### config.mk
export PLATFORM = sky130hd
export DESIGN_NAME = pc_sequencer_flat
export DESIGN_NICKNAME = d
export VERILOG_FILES = /design/src/rtl/pc_pkg.sv /design/src/rtl/pc_sequencer_if.sv /design/src/rtl/pc_target_calc.sv /design/src/rtl/pc_sequencer.sv /design/src/flat_wrapper.sv
export SDC_FILE = /design/constraint.sdc
export NUM_CORES = 1
export LEC_CHECK = 0
export ABC_AREA = 1
export ABC_CLOCK_PERIOD_IN_PS = 3000
export BUFFER_PORTS_ARGS = -buffer_cell sky130_fd_sc_hd__buf_2
export CORE_MARGIN = 2
export CORE_UTILIZATION = 47
export DETAILED_ROUTE_END_ITERATION = 6
export GPL_TIMING_DRIVEN = 0
export HOLD_SLACK_MARGIN = 0.03
export PLACE_DENSITY_LB_ADDON = 0.2
export SYNTH_ARGS = -nofsm -noshare
export SYNTH_HDL_FRONTEND = slang
export SYNTH_SLANG_ARGS = --single-unit
### constraint.sdc
create_clock -name clk -period 3 [get_ports clk]
set_input_delay 0.15 -clock clk [delete_from_list [all_inputs] [get_ports clk]]
set_output_delay 0.15 -clock clk [all_outputs]
set_load 0.01 [all_outputs]
### src/rtl/pc_pkg.sv
// Shared types and helpers for the program-counter sequencer.
package pc_pkg;

  typedef enum logic {
    SEQ  = 1'b0,
    SLOT = 1'b1
  } pc_state_e;

  localparam logic [31:0] RESET_PC_DEFAULT = 32'h0000_0000;

  // Branch offset in bytes: sign-extended word offset shifted left by two.
  function automatic logic [31:0] sext16_shl2(input logic [15:0] imm);
    return {{14{imm[15]}}, imm, 2'b00};
  endfunction

endpackage

### src/rtl/pc_sequencer_if.sv
// Decoder <-> PC sequencer bundle: strobes and fields in, PC state out.
interface pc_sequencer_if;
  logic        stall;
  logic        J_Signal;
  logic        JAL_Signal;
  logic        JR_Signal;
  logic        BEQ_Signal;
  logic        BNE_Signal;
  logic        zero;
  logic [25:0] instr_index;
  logic [15:0] imm16;
  logic [31:0] rs_data;
  logic [31:0] pc;
  logic [31:0] pc_plus4;
  logic [31:0] link_addr;
  logic        redirect;
  logic        misalign_err;

  modport master (
    output stall, J_Signal, JAL_Signal, JR_Signal, BEQ_Signal, BNE_Signal,
    output zero, instr_index, imm16, rs_data,
    input  pc, pc_plus4, link_addr, redirect, misalign_err
  );

  modport slave (
    input  stall, J_Signal, JAL_Signal, JR_Signal, BEQ_Signal, BNE_Signal,
    input  zero, instr_index, imm16, rs_data,
    output pc, pc_plus4, link_addr, redirect, misalign_err
  );
endinterface

### src/rtl/pc_target_calc.sv
// Combinational control-flow resolver: decides taken/target for the current
// instruction with priority JR > JAL > J > BEQ > BNE.
module pc_target_calc
  import pc_pkg::*;
(
  input  logic [31:0] pc_plus4,
  input  logic [15:0] imm16,
  input  logic [25:0] instr_index,
  input  logic [31:0] rs_data,
  input  logic        j_strobe,
  input  logic        jal_strobe,
  input  logic        jr_strobe,
  input  logic        beq_strobe,
  input  logic        bne_strobe,
  input  logic        zero,
  output logic        taken,
  output logic [31:0] target,
  output logic        misalign
);

  logic [31:0] branch_target_s;
  logic [31:0] jump_target_s;

  assign branch_target_s = pc_plus4 + sext16_shl2(imm16);
  assign jump_target_s   = {pc_plus4[31:28], instr_index, 2'b00};

  // Priority resolution of the decoder strobes.
  always_comb begin
    taken    = 1'b0;
    target   = 32'h0000_0000;
    misalign = 1'b0;
    if (jr_strobe) begin
      taken    = 1'b1;
      target   = {rs_data[31:2], 2'b00};
      misalign = (rs_data[1:0] != 2'b00);
    end else if (jal_strobe || j_strobe) begin
      taken  = 1'b1;
      target = jump_target_s;
    end else if (beq_strobe) begin
      taken  = zero;
      target = branch_target_s;
    end else if (bne_strobe) begin
      taken  = ~zero;
      target = branch_target_s;
    end else begin
      taken  = 1'b0;
      target = 32'h0000_0000;
    end
  end

endmodule

### src/rtl/pc_sequencer.sv
// Program-counter register, redirect flag and sticky jr-misalign flag.
// Build option: DELAY_SLOT_EN enables the MIPS branch delay slot (SEQ/SLOT FSM).
module pc_sequencer
  import pc_pkg::*;
#(
  parameter logic [31:0] RESET_PC = RESET_PC_DEFAULT
) (
  input  logic           clk,
  input  logic           reset,
  pc_sequencer_if.slave  bus
);

  logic [31:0] pc_r;
  logic        redirect_r;
  logic        misalign_err_r;
  logic [31:0] pc_plus4_s;
  logic        taken_s;
  logic [31:0] target_s;
  logic        misalign_s;

  assign pc_plus4_s = pc_r + 32'd4;

  pc_target_calc u_target_calc (
    .pc_plus4    (pc_plus4_s),
    .imm16       (bus.imm16),
    .instr_index (bus.instr_index),
    .rs_data     (bus.rs_data),
    .j_strobe    (bus.J_Signal),
    .jal_strobe  (bus.JAL_Signal),
    .jr_strobe   (bus.JR_Signal),
    .beq_strobe  (bus.BEQ_Signal),
    .bne_strobe  (bus.BNE_Signal),
    .zero        (bus.zero),
    .taken       (taken_s),
    .target      (target_s),
    .misalign    (misalign_s)
  );

`ifdef DELAY_SLOT_EN
  pc_state_e   state_r;
  logic [31:0] target_r;

  // Delay-slot FSM: a taken transfer first executes pc+4, then jumps.
  always_ff @(posedge clk) begin
    if (reset) begin
      pc_r           <= RESET_PC;
      redirect_r     <= 1'b0;
      misalign_err_r <= 1'b0;
      state_r        <= SEQ;
      target_r       <= 32'h0000_0000;
    end else if (!bus.stall) begin
      case (state_r)
        SEQ: begin
          pc_r           <= pc_plus4_s;
          redirect_r     <= 1'b0;
          misalign_err_r <= misalign_err_r | misalign_s;
          if (taken_s) begin
            target_r <= target_s;
            state_r  <= SLOT;
          end else begin
            state_r  <= SEQ;
          end
        end
        SLOT: begin
          // Slot instruction's own strobes are deliberately ignored.
          pc_r       <= target_r;
          redirect_r <= 1'b1;
          state_r    <= SEQ;
        end
        default: begin
          pc_r       <= RESET_PC;
          redirect_r <= 1'b0;
          state_r    <= SEQ;
        end
      endcase
    end else begin
      pc_r <= pc_r;
    end
  end

  assign bus.link_addr = pc_r + 32'd8;
`else
  // Immediate redirect: taken transfers load the target on the next edge.
  always_ff @(posedge clk) begin
    if (reset) begin
      pc_r           <= RESET_PC;
      redirect_r     <= 1'b0;
      misalign_err_r <= 1'b0;
    end else if (!bus.stall) begin
      misalign_err_r <= misalign_err_r | misalign_s;
      if (taken_s) begin
        pc_r       <= target_s;
        redirect_r <= 1'b1;
      end else begin
        pc_r       <= pc_plus4_s;
        redirect_r <= 1'b0;
      end
    end else begin
      pc_r <= pc_r;
    end
  end

  assign bus.link_addr = pc_plus4_s;
`endif

  assign bus.pc           = pc_r;
  assign bus.pc_plus4     = pc_plus4_s;
  assign bus.redirect     = redirect_r;
  assign bus.misalign_err = misalign_err_r;

endmodule

### src/flat_wrapper.sv
// flat-port wrapper written by rule: the top's interface ports become plain ports
module pc_sequencer_flat import pc_pkg::*;
#(
  parameter logic [31:0] RESET_PC = RESET_PC_DEFAULT
)
  (clk, reset, bus_stall, bus_J_Signal, bus_JAL_Signal, bus_JR_Signal, bus_BEQ_Signal, bus_BNE_Signal, bus_zero, bus_instr_index, bus_imm16, bus_rs_data, bus_pc, bus_pc_plus4, bus_link_addr, bus_redirect, bus_misalign_err);
  pc_sequencer_if bus_i ();
  input  logic clk;
  input  logic reset;
  input wire logic [$bits(bus_i.stall)-1:0] bus_stall;
  input wire logic [$bits(bus_i.J_Signal)-1:0] bus_J_Signal;
  input wire logic [$bits(bus_i.JAL_Signal)-1:0] bus_JAL_Signal;
  input wire logic [$bits(bus_i.JR_Signal)-1:0] bus_JR_Signal;
  input wire logic [$bits(bus_i.BEQ_Signal)-1:0] bus_BEQ_Signal;
  input wire logic [$bits(bus_i.BNE_Signal)-1:0] bus_BNE_Signal;
  input wire logic [$bits(bus_i.zero)-1:0] bus_zero;
  input wire logic [$bits(bus_i.instr_index)-1:0] bus_instr_index;
  input wire logic [$bits(bus_i.imm16)-1:0] bus_imm16;
  input wire logic [$bits(bus_i.rs_data)-1:0] bus_rs_data;
  output wire logic [$bits(bus_i.pc)-1:0] bus_pc;
  output wire logic [$bits(bus_i.pc_plus4)-1:0] bus_pc_plus4;
  output wire logic [$bits(bus_i.link_addr)-1:0] bus_link_addr;
  output wire logic [$bits(bus_i.redirect)-1:0] bus_redirect;
  output wire logic [$bits(bus_i.misalign_err)-1:0] bus_misalign_err;
  assign bus_i.stall = bus_stall;
  assign bus_i.J_Signal = bus_J_Signal;
  assign bus_i.JAL_Signal = bus_JAL_Signal;
  assign bus_i.JR_Signal = bus_JR_Signal;
  assign bus_i.BEQ_Signal = bus_BEQ_Signal;
  assign bus_i.BNE_Signal = bus_BNE_Signal;
  assign bus_i.zero = bus_zero;
  assign bus_i.instr_index = bus_instr_index;
  assign bus_i.imm16 = bus_imm16;
  assign bus_i.rs_data = bus_rs_data;
  assign bus_pc = bus_i.pc;
  assign bus_pc_plus4 = bus_i.pc_plus4;
  assign bus_link_addr = bus_i.link_addr;
  assign bus_redirect = bus_i.redirect;
  assign bus_misalign_err = bus_i.misalign_err;
  pc_sequencer #(.RESET_PC(RESET_PC)) u_core (.clk(clk), .reset(reset), .bus(bus_i));
endmodule
* Word level (Yosys, flattened, before mapping) *
Cells that the tools add are included.

storage, ports and cells
  register bits = 34
  bits of input ports = 83
  output and inout port bits = 98
  word-level logic and storage cells = 20

operators by class
  add/subtract/negate cells = 2
  multiplexer cells = 11
  bitwise operators = 2
  reductions and logical operators = 2

operators with widths
  cell                                                             count
  32-bit 2-to-1 mux                                                5
  32-bit by 3-bit adder with 32-bit output, second input constant  1
  32-bit adder                                                     1
  1-bit 2-to-1 mux                                                 6
  2-bit nonzero test                                               1
  1-bit logical OR                                                 1
  1-bit NOT                                                        1
  1-bit OR                                                         1

* Logic depth before layout (Yosys ltp) *
Gate-level depths: netlist of run 1.

  depth after elaboration = 7
  mapped depth = 25
  depth with buffers taken out = 25

* Cells and area by module *
From an unflattened synthesis of run 1, not the netlist that was laid out.

second synthesis, totals
  cell total of the unflattened synthesis = 1024
  area total of the unflattened synthesis = 5514.0 um^2

modules (own cells, without submodules)
  module          times used  cells an instance  area an instance (um^2)  sequential area each (um^2)
  pc_target_calc  1           585                2875.3                   0.0
  pc_sequencer    1           439                2638.8                   680.7

* Worst setup path before layout of run 1 *
OpenSTA, ideal clock, no wires.

  path type = reg-to-reg
  from = reg u_core.pc_r[2], in the netlist u_core.bus.pc[2]
  to = reg u_core.pc_r[26], in the netlist u_core.bus.pc[26]
  setup time = 128 ps
  data arrival time = 2844 ps
  data required time = 2872 ps
  setup slack = 28 ps
  cell stages (with the launch flop) = 21
  buffers on the path = 0
  path through = dfxtp_1 -> ha_1 -> nand2_1 -> nor2_1 -> nand3_1 -> nor2_1 -> nand4_1 -> inv_1 -> nand4_1 -> and2_1 -> ha_1 -> inv_1 -> nor3_1 -> and2_1 -> nand3_1 -> nand3_1 -> nand2_1 -> nand3_1 -> nand2_1 -> a21oi_1 -> nor2_1

on the way
  longest elaborated chain between the ends = 7

ends and longest elaborated chain
  item                                        line                  RTL
  from (decl)                                 pc_sequencer.sv:13    logic [31:0] pc_r;
  from (signal assigned)                      pc_sequencer.sv:92    pc_r <= target_s;
  from (signal assigned)                      pc_sequencer.sv:95    pc_r <= pc_plus4_s;
  from (signal assigned)                      pc_sequencer.sv:99    pc_r <= pc_r;
  32-bit by 3-bit adder with 32-bit output *  pc_sequencer.sv:21    assign pc_plus4_s = pc_r + 32'd4;
  named net bus_link_addr[18]                 flat_wrapper.sv:22    output wire logic [$bits(bus_i.link_addr)-1:0] bus_link_addr;
  32-bit adder *                              pc_target_calc.sv:24  assign branch_target_s = pc_plus4 + sext16_shl2(imm16);
  32-bit 2-to-1 mux                           pc_target_calc.sv:42  end else if (bne_strobe) begin
  32-bit 2-to-1 mux *                         pc_target_calc.sv:39  end else if (beq_strobe) begin
  32-bit 2-to-1 mux *                         pc_target_calc.sv:36  end else if (jal_strobe || j_strobe) begin
  32-bit 2-to-1 mux *                         pc_target_calc.sv:32  if (jr_strobe) begin
  32-bit 2-to-1 mux *                         pc_sequencer.sv:91    if (taken_s) begin

The timed path passes the listed nets; every way through them passes the cells marked *.
A chain may end at the register's enable or synchronous reset.

* Worst setup path after layout of run 1 *
  from = reg u_core.pc_r[19], in the netlist u_core.bus.pc[19]
  to = reg u_core.pc_r[25], in the netlist u_core.bus.pc[25]

on the way
  longest elaborated chain between the ends = 7

ends and longest elaborated chain
  item                                        line
  32-bit by 3-bit adder with 32-bit output *  pc_sequencer.sv:21
  32-bit adder                                pc_target_calc.sv:24
  32-bit 2-to-1 mux                           pc_target_calc.sv:42
  32-bit 2-to-1 mux                           pc_target_calc.sv:39
  32-bit 2-to-1 mux                           pc_target_calc.sv:36
  32-bit 2-to-1 mux                           pc_target_calc.sv:32
  32-bit 2-to-1 mux *                         pc_sequencer.sv:91

Every way passes the cells marked *; elsewhere a longest branch is shown, timed or not.

==> results.cfg, run 1 <==
[synth]
yosys_warnings = 0
synthTopCellsByCount = nand2_1, inv_1, nor2_1, a21oi_1, nand3_1
synth_area_leaders = nand2_1, dfxtp_1, inv_1
synth_edf_count = 0
postSynthCellCount = 971
yosys.area.top_type_share_pct = 20.3
ys_ff_latch = 32
synthesis.area_sq_um = 5260
synth_top_cell_by_area = nand2_1
synth_most_common_cell = nand2_1
ys_seq_area_share_pct = 12.2
synth_cell_types = 41
postSynth.asyncResetShare_pct = 0
synthFlopType = dfxtp_1
avgSynthCellArea_sq_um = 5.42

[hold_path]
hold_class = in -> reg

[die]
die_area_sq_um = 12100
die_y_microns = 110
rows = 38
fp.dieW_microns = 110
io_pins = 181
start_util_pct = 48.3
fp.coreArea_sq_um = 10900

[timing]
setup_viol = 9
fin_crit_sh_pct = 103
hold_violations = 0
slew_headroom_pct = 46.3
report.final.slew_viol_count = 0
fmax_ghz = 0.323
hold_slack_ns = 0.177
layout_setup_ws_ns = -0.0976
rsz0062_at_grt = true
period_minus_slack_ns = 3.10
clock_skew_ns = 0.00516
worstMarginPinSlew_ns = 0.805

[layout]
nets = 1309
diodes = 0
synthToLayoutAreaGrowth_pct = 45.1
fill_cells = 965
drive_gt1_share_pct = 37.5
final_area_sq_um = 7630

[global_route]
met3_usage_pct = 5.81
grt_max_degree = 23
grt_pass1_vias = 6278
overflow = 0
top_usage_layer = met2
gr-usage-met1_pct = 45.6
grtUsageTotal_pct = 35.1
grt_pass1_wl_microns = 32100
gr-usage-met2_pct = 56.3
antenna_found_initial = 0

[placement]
port-buffer-count = 173
gp_congestion = 1.02
hpwl_microns = 17100
placed_area_sq_um = 6320

[cts]
htreeDepth = 2
insertion_delay_ns = 0.29
cts_buffers = 5
clockBufferDepth = 2
clkTransAtPathRegs_ns = 0.07
tritoncts = built
clkSinkCount = 32
holdBufCountCts = 0
cts-root-buf = clkbuf_8

[setup_path]
reg2reg_from = u_core.bus.pc[19]
reg2reg_depth = 18
endpoint = u_core.bus.pc[25]
crit_required_ns = 3.17
reg2reg_setup_slack_ns = -0.1
setup.worst_path.start_class = flip-flop
path_max_fanout = 5
path_class = reg -> reg
crit_start = u_core.bus.pc[19]
arrival_ns = 3.27
rr_endpoint = u_core.bus.pc[25]
cp-end-kind = flip-flop

[power]
vdd_drop_max_v = 0.000189
power_mw = 2.11
power.density_nw_per_um2 = 276
p_leak_nw = 4.10

[route]
drt_first_pass_iters = 6
routedWlPerCell_microns = 17.7
drt_iter0_drc = 778
ant_nets = 0
vias_per_cell = 5.59
num_vias = 7428
wl_microns = 23500
route.detailed.drc = 0

[status]
status = finished, violations left
violations = negative setup slack

[run]
cap_violations = 0
-- power by group --
| group | internal [mW] | switching (mW) |
|---|---|---|
| logic | 0.482 | 0.745 |
| registers | 0.460 | 0.0562 |
| clock network | 0.187 | 0.175 |
| total | 1.13 | 0.976 |
-- per-layer routing --
layer / part of all wire [%] / up-vias
li1: - / 3488
met1: 38 / 3289
met2: 45 / 538
met3: 11 / 113
met4: 6.3 / 0
met5: 0 / -
-- registers in the layout, indices dropped and copies added, names as in the netlist --
name	count
u_core.bus.pc	30
u_core.bus.misalign_err	1
u_core.bus.redirect	1
-- worst max-delay path, stage by stage (launching register included) --
cell,delay (ns)
dfxtp_1,0.46
nand2_1,0.12
nor2_2,0.17
nand3_1,0.17
nor3_4,0.27
or2_2,0.15
nand2_1,0.07
inv_1,0.19
ha_4,0.25
nand2_1,0.14
inv_1,0.09
nand2_4,0.10
inv_1,0.06
a21oi_1,0.21
nand4_1,0.13
nand3_1,0.15
nand2_2,0.09
a21oi_2,0.13
nor2_1,0.04
-- placed cells by master (no fill, tap or decap), drive strengths merged --
| cell type | instances |
|---|---|
| dfxtp | 32 |
| ha | 38 |
| nor2 | 116 |
| o21bai | 6 |
| or2 | 6 |
| a22oi | 2 |
| o21ai | 47 |
| a21oi | 89 |
| a211oi | 1 |
| nand4 | 12 |
| a211o | 1 |
| nor3 | 14 |
| a31oi | 5 |
| nor4 | 1 |
| clkbuf | 27 |
| o21a | 2 |
| xor2 | 14 |
| and2 | 6 |
| inv | 141 |
| o22ai | 4 |
| clkinvlp | 1 |
| a221oi | 1 |
| and3 | 2 |
| a21o | 2 |
| nor3b | 2 |
| nand3b | 3 |
| xnor2 | 6 |
| nand3 | 60 |
| conb | 6 |
| fa | 1 |
| buf | 246 |
| nand2 | 285 |
| o211ai | 9 |
-- through the flow --
step	setup TNS (ns)	setup WS (ns)	std cells	utilization (%)
floorplan	0	0.0281	976	-
global placement	-8.85	-0.707	1289	58.0
detailed placement	-9.41	-0.759	1289	58.0
CTS	-0.0319	-0.0138	1308	64.2
global route	-3.19	-0.253	1328	70.1
finish	-0.436	-0.0976	1328	70.1
-- repair_timing --
| action | CTS | global route |
|---|---|---|
| endpoints found under the setup margin | 23 | 22 |
| hold endpoints to repair | 0 | 0 |
| buffers inserted | 11 | 20 |
| pin swaps | 16 | 50 |
| gates resized for setup | 107 | 134 |
-- logic make-up (layout without fill, tap and decap cells) --
family,count (synthesis),count (layout),synth area share [%]
other,1,6,0.0713
adders and majority gates,39,39,9.42
and+or+nand+nor,507,507,40.2
DFF,32,32,12.2
xor gates and xnor gates,20,20,3.33
AOI/OAI and AO/OA,169,169,17.5
buffers and inverters,203,415,17.3
-- worst min path at each step --
stage                                   end  depth (start not counted)  slack [ns]                    start
floorplan               u_core.bus.redirect                          2        0.28                bus_stall
global placement    u_core.bus.misalign_err                          2        0.44  u_core.bus.misalign_err
detailed placement  u_core.bus.misalign_err                          2        0.46  u_core.bus.misalign_err
CTS                 u_core.bus.misalign_err                          3        0.18           bus_rs_data[0]
global route        u_core.bus.misalign_err                          3        0.21           bus_rs_data[0]
finish                     u_core.bus.pc[8]                          3        0.18           bus_rs_data[8]
-- layout make-up --
class	count	area (sq um)	share of cell area, %
multi-input cells	741	4640	60.8
inverters	142	539	7.06
clock buffers	8	90.1	1.18
flip-flops and latches	32	678	8.88
plain buffers	61	392	5.13
well taps	140	175	2.29
repair buffers	204	1110	14.6
Note: power is estimated with default switching activity, not from simulation.
==> run 2, diff against run 1 <==
- PLACE_DENSITY: not set -> 0.84
- PLACE_DENSITY_LB_ADDON: 0.2 -> not set
==> run 2 against run 1 <==
Against the previous run:
- worst hold slack worse by 0.054 ns
- the flow finishes with violations (design-rule violations, negative setup slack)
- combinational power about the same
- first-iteration DRC count rose by 6.8%
- register-to-register slack worse by 0.03 ns
- sequential share of layout area down 0.14 points
- largest power group unchanged
- highest routed layer unchanged
- via count grew 1.7%
- critical path depth rose by 3
- maximum frequency decreased by 0.88%
- setup slack worse by 0.027 ns
- utilization increased by 2.3 points
- die area stayed put
- sequential cell count did not move
==> results.cfg, run 2 (synthesis gave the netlist of run 1 again) <==
[timing]
period_minus_slack_ns = 3.13
slew_headroom_pct = 48.6
worstMarginPinSlew_ns = 0.771
layout_setup_ws_ns = -0.125
clock_skew_ns = 0.0132
rsz0062_at_grt = true
hold_violations = 0
setup_viol = 9
report.final.slew_viol_count = 0
fmax_ghz = 0.320
fin_tns_setup_ns = -0.300
fin_crit_sh_pct = 104

[setup_path]
path_buf_inv = 3
path_max_fanout = 7
setup.worst_path.start_class = flip-flop
crit_required_ns = 3.24
crit_start = u_core.bus.pc[7]
cp-end-kind = flip-flop
cp_top_family = simple AND/OR/NAND/NOR gates
path_class = reg -> reg
critPathMaxStageDelay_ns = 0.35
rr_endpoint = u_core.bus.pc[29]
arrival_ns = 3.37
cp_num_cells = 21
crit_top_cell = nand2_1
endpoint = u_core.bus.pc[29]
path_cells = buf_6, nand2_2, nor2_4, nand2_1, nor2_4, buf_4, xor2_4, ha_1, nand2_4, inv_1, nand2_1, nand3_1, nand2_1, nand2_2, a21oi_2, nand2_1, nand2_1, nand3_2, nand2_1, nand2_1, a21oi_2
reg2reg_from = u_core.bus.pc[7]
critPathSlowestCell = dfxtp_2
reg2reg_depth = 21
reg2reg_setup_slack_ns = -0.13

[placement]
port-buffer-count = 173
gp_congestion = 1.00
hpwl_microns = 16700
placed_area_sq_um = 6320
dp_slack_ns = -0.603
dp.cells = 1289

[cts]
clkTransAtPathRegs_ns = 0.09
htreeDepth = 2
insertion_delay_ns = 0.32
holdBufCountCts = 0
cts_buffers = 5
clockBufferDepth = 2
clkSinkCount = 32
cts-root-buf = clkbuf_8
tritoncts = built

[power]
seqPwrFrac_pct = 23.4
vdd_drop_max_v = 0.000191
combPwrFrac_pct = 56.5
power.density_nw_per_um2 = 281
swShare_pct = 46.1
p_leak_nw = 4.20
p_sw_mw = 1.02
clock_power_share_pct = 20.1
power.internal_mw = 1.20

[layout]
fill_cells = 854
layout_common_cells = nand2_1, buf_2, inv_1
final_cells = 1333
layout_commonest_cell = nand2_1
nets = 1314
synthToLayoutAreaGrowth_pct = 49.9
drive_gt1_share_pct = 39.9
final_area_sq_um = 7880
diodes = 0
largest_reg_flops = 30

[route]
drt_first_pass_iters = 7
drt_iter0_drc = 831
routedWlPerCell_microns = 17.7
num_vias = 7556
wl_microns = 23600
vias_per_cell = 5.67
route.detailed.drc = 13
ant_nets = 0

[hold_path]
hold_class = in -> reg

[die]
io_pins = 181
die_area_sq_um = 12100
start_util_pct = 48.3
fp.dieW_microns = 110
rows = 38
fp.coreArea_sq_um = 10900
die_y_microns = 110

[global_route]
overflow = 0
grtUsageTotal_pct = 35.3
antenna_found_initial = 0
grt_pass1_wl_microns = 32300
grt_pass1_vias = 6333
grt_max_degree = 23

[run]
cap_violations = 0

[status]
violations = design-rule violations, negative setup slack
status = finished, violations left
## run 2: cell count changes in the layout (fill, tap and decap cells not counted), sizes merged
cell and delta:
clkinv +1, buf +5, clkbuf -2, bufinv +1
clkinvlp -1, inv +1
## run 2: cell type report
class / instances / area, sq um / share of cell area [%]
multi-input cells: 741 / 4830 / 61.3
repair buffers: 209 / 1150 / 14.6
flip-flops and latches: 32 / 689 / 8.74
inverters: 142 / 536 / 6.79
plain buffers: 61 / 392 / 4.97
well taps: 140 / 175 / 2.22
clock buffers: 6 / 72.6 / 0.920
clock inverters: 2 / 35.0 / 0.444
## run 2: stage by stage
stage | utilization (%) | hold slack [ns] | power (mW)
floorplan | - | 0.284 | 1.14
detailed placement | 58.0 | 0.441 | 1.48
global route | 72.4 | 0.139 | 2.34
CTS | 63.2 | 0.145 | 1.96
global placement | 58.0 | 0.436 | 1.47
finish | 72.4 | 0.123 | 2.22
## run 2: per-layer routing
metal  vias to the layer above  part of all wire [%]  global-route usage (%)
li1                       3516                     -                       -
met1                      3340                    37                    46.6
met2                       577                    45                    57.9
met3                       123                    11                    4.39
met4                         0                   6.1                    14.6
met5                         -                     0                       0
## run 2: repair_timing
| item | in CTS | in global routing |
|---|---|---|
| setup buffers | 8 | 28 |
| resized for setup | 88 | 194 |
| setup endpoints to repair | 23 | 22 |
| pin swaps | 16 | 67 |
## run 2: worst min-delay path by stage
| stage | start | end | slack, ns | depth (start not counted) |
|---|---|---|---|---|
| floorplan | bus_stall | u_core.bus.redirect | 0.28 | 2 |
| global placement | u_core.bus.misalign_err | u_core.bus.misalign_err | 0.44 | 2 |
| detailed placement | u_core.bus.misalign_err | u_core.bus.misalign_err | 0.44 | 2 |
| CTS | bus_rs_data[0] | u_core.bus.misalign_err | 0.15 | 3 |
| global route | bus_rs_data[6] | u_core.bus.pc[6] | 0.14 | 3 |
| finish | bus_rs_data[0] | u_core.bus.misalign_err | 0.12 | 3 |
## run 2: tightest hold or removal path, cell delays in order
cell and delay (ns):
buf_2 0.07, o211ai_1 0.07, a21oi_1 0.11
## run 2: power groups by stage
stage | registers, mW | clock network, mW | logic, mW
floorplan | 0.519 | 0 | 0.618
global placement | 0.516 | 0 | 0.951
detailed placement | 0.515 | 0 | 0.961
CTS | 0.512 | 0.430 | 1.02
global route | 0.523 | 0.456 | 1.36
finish | 0.520 | 0.446 | 1.25
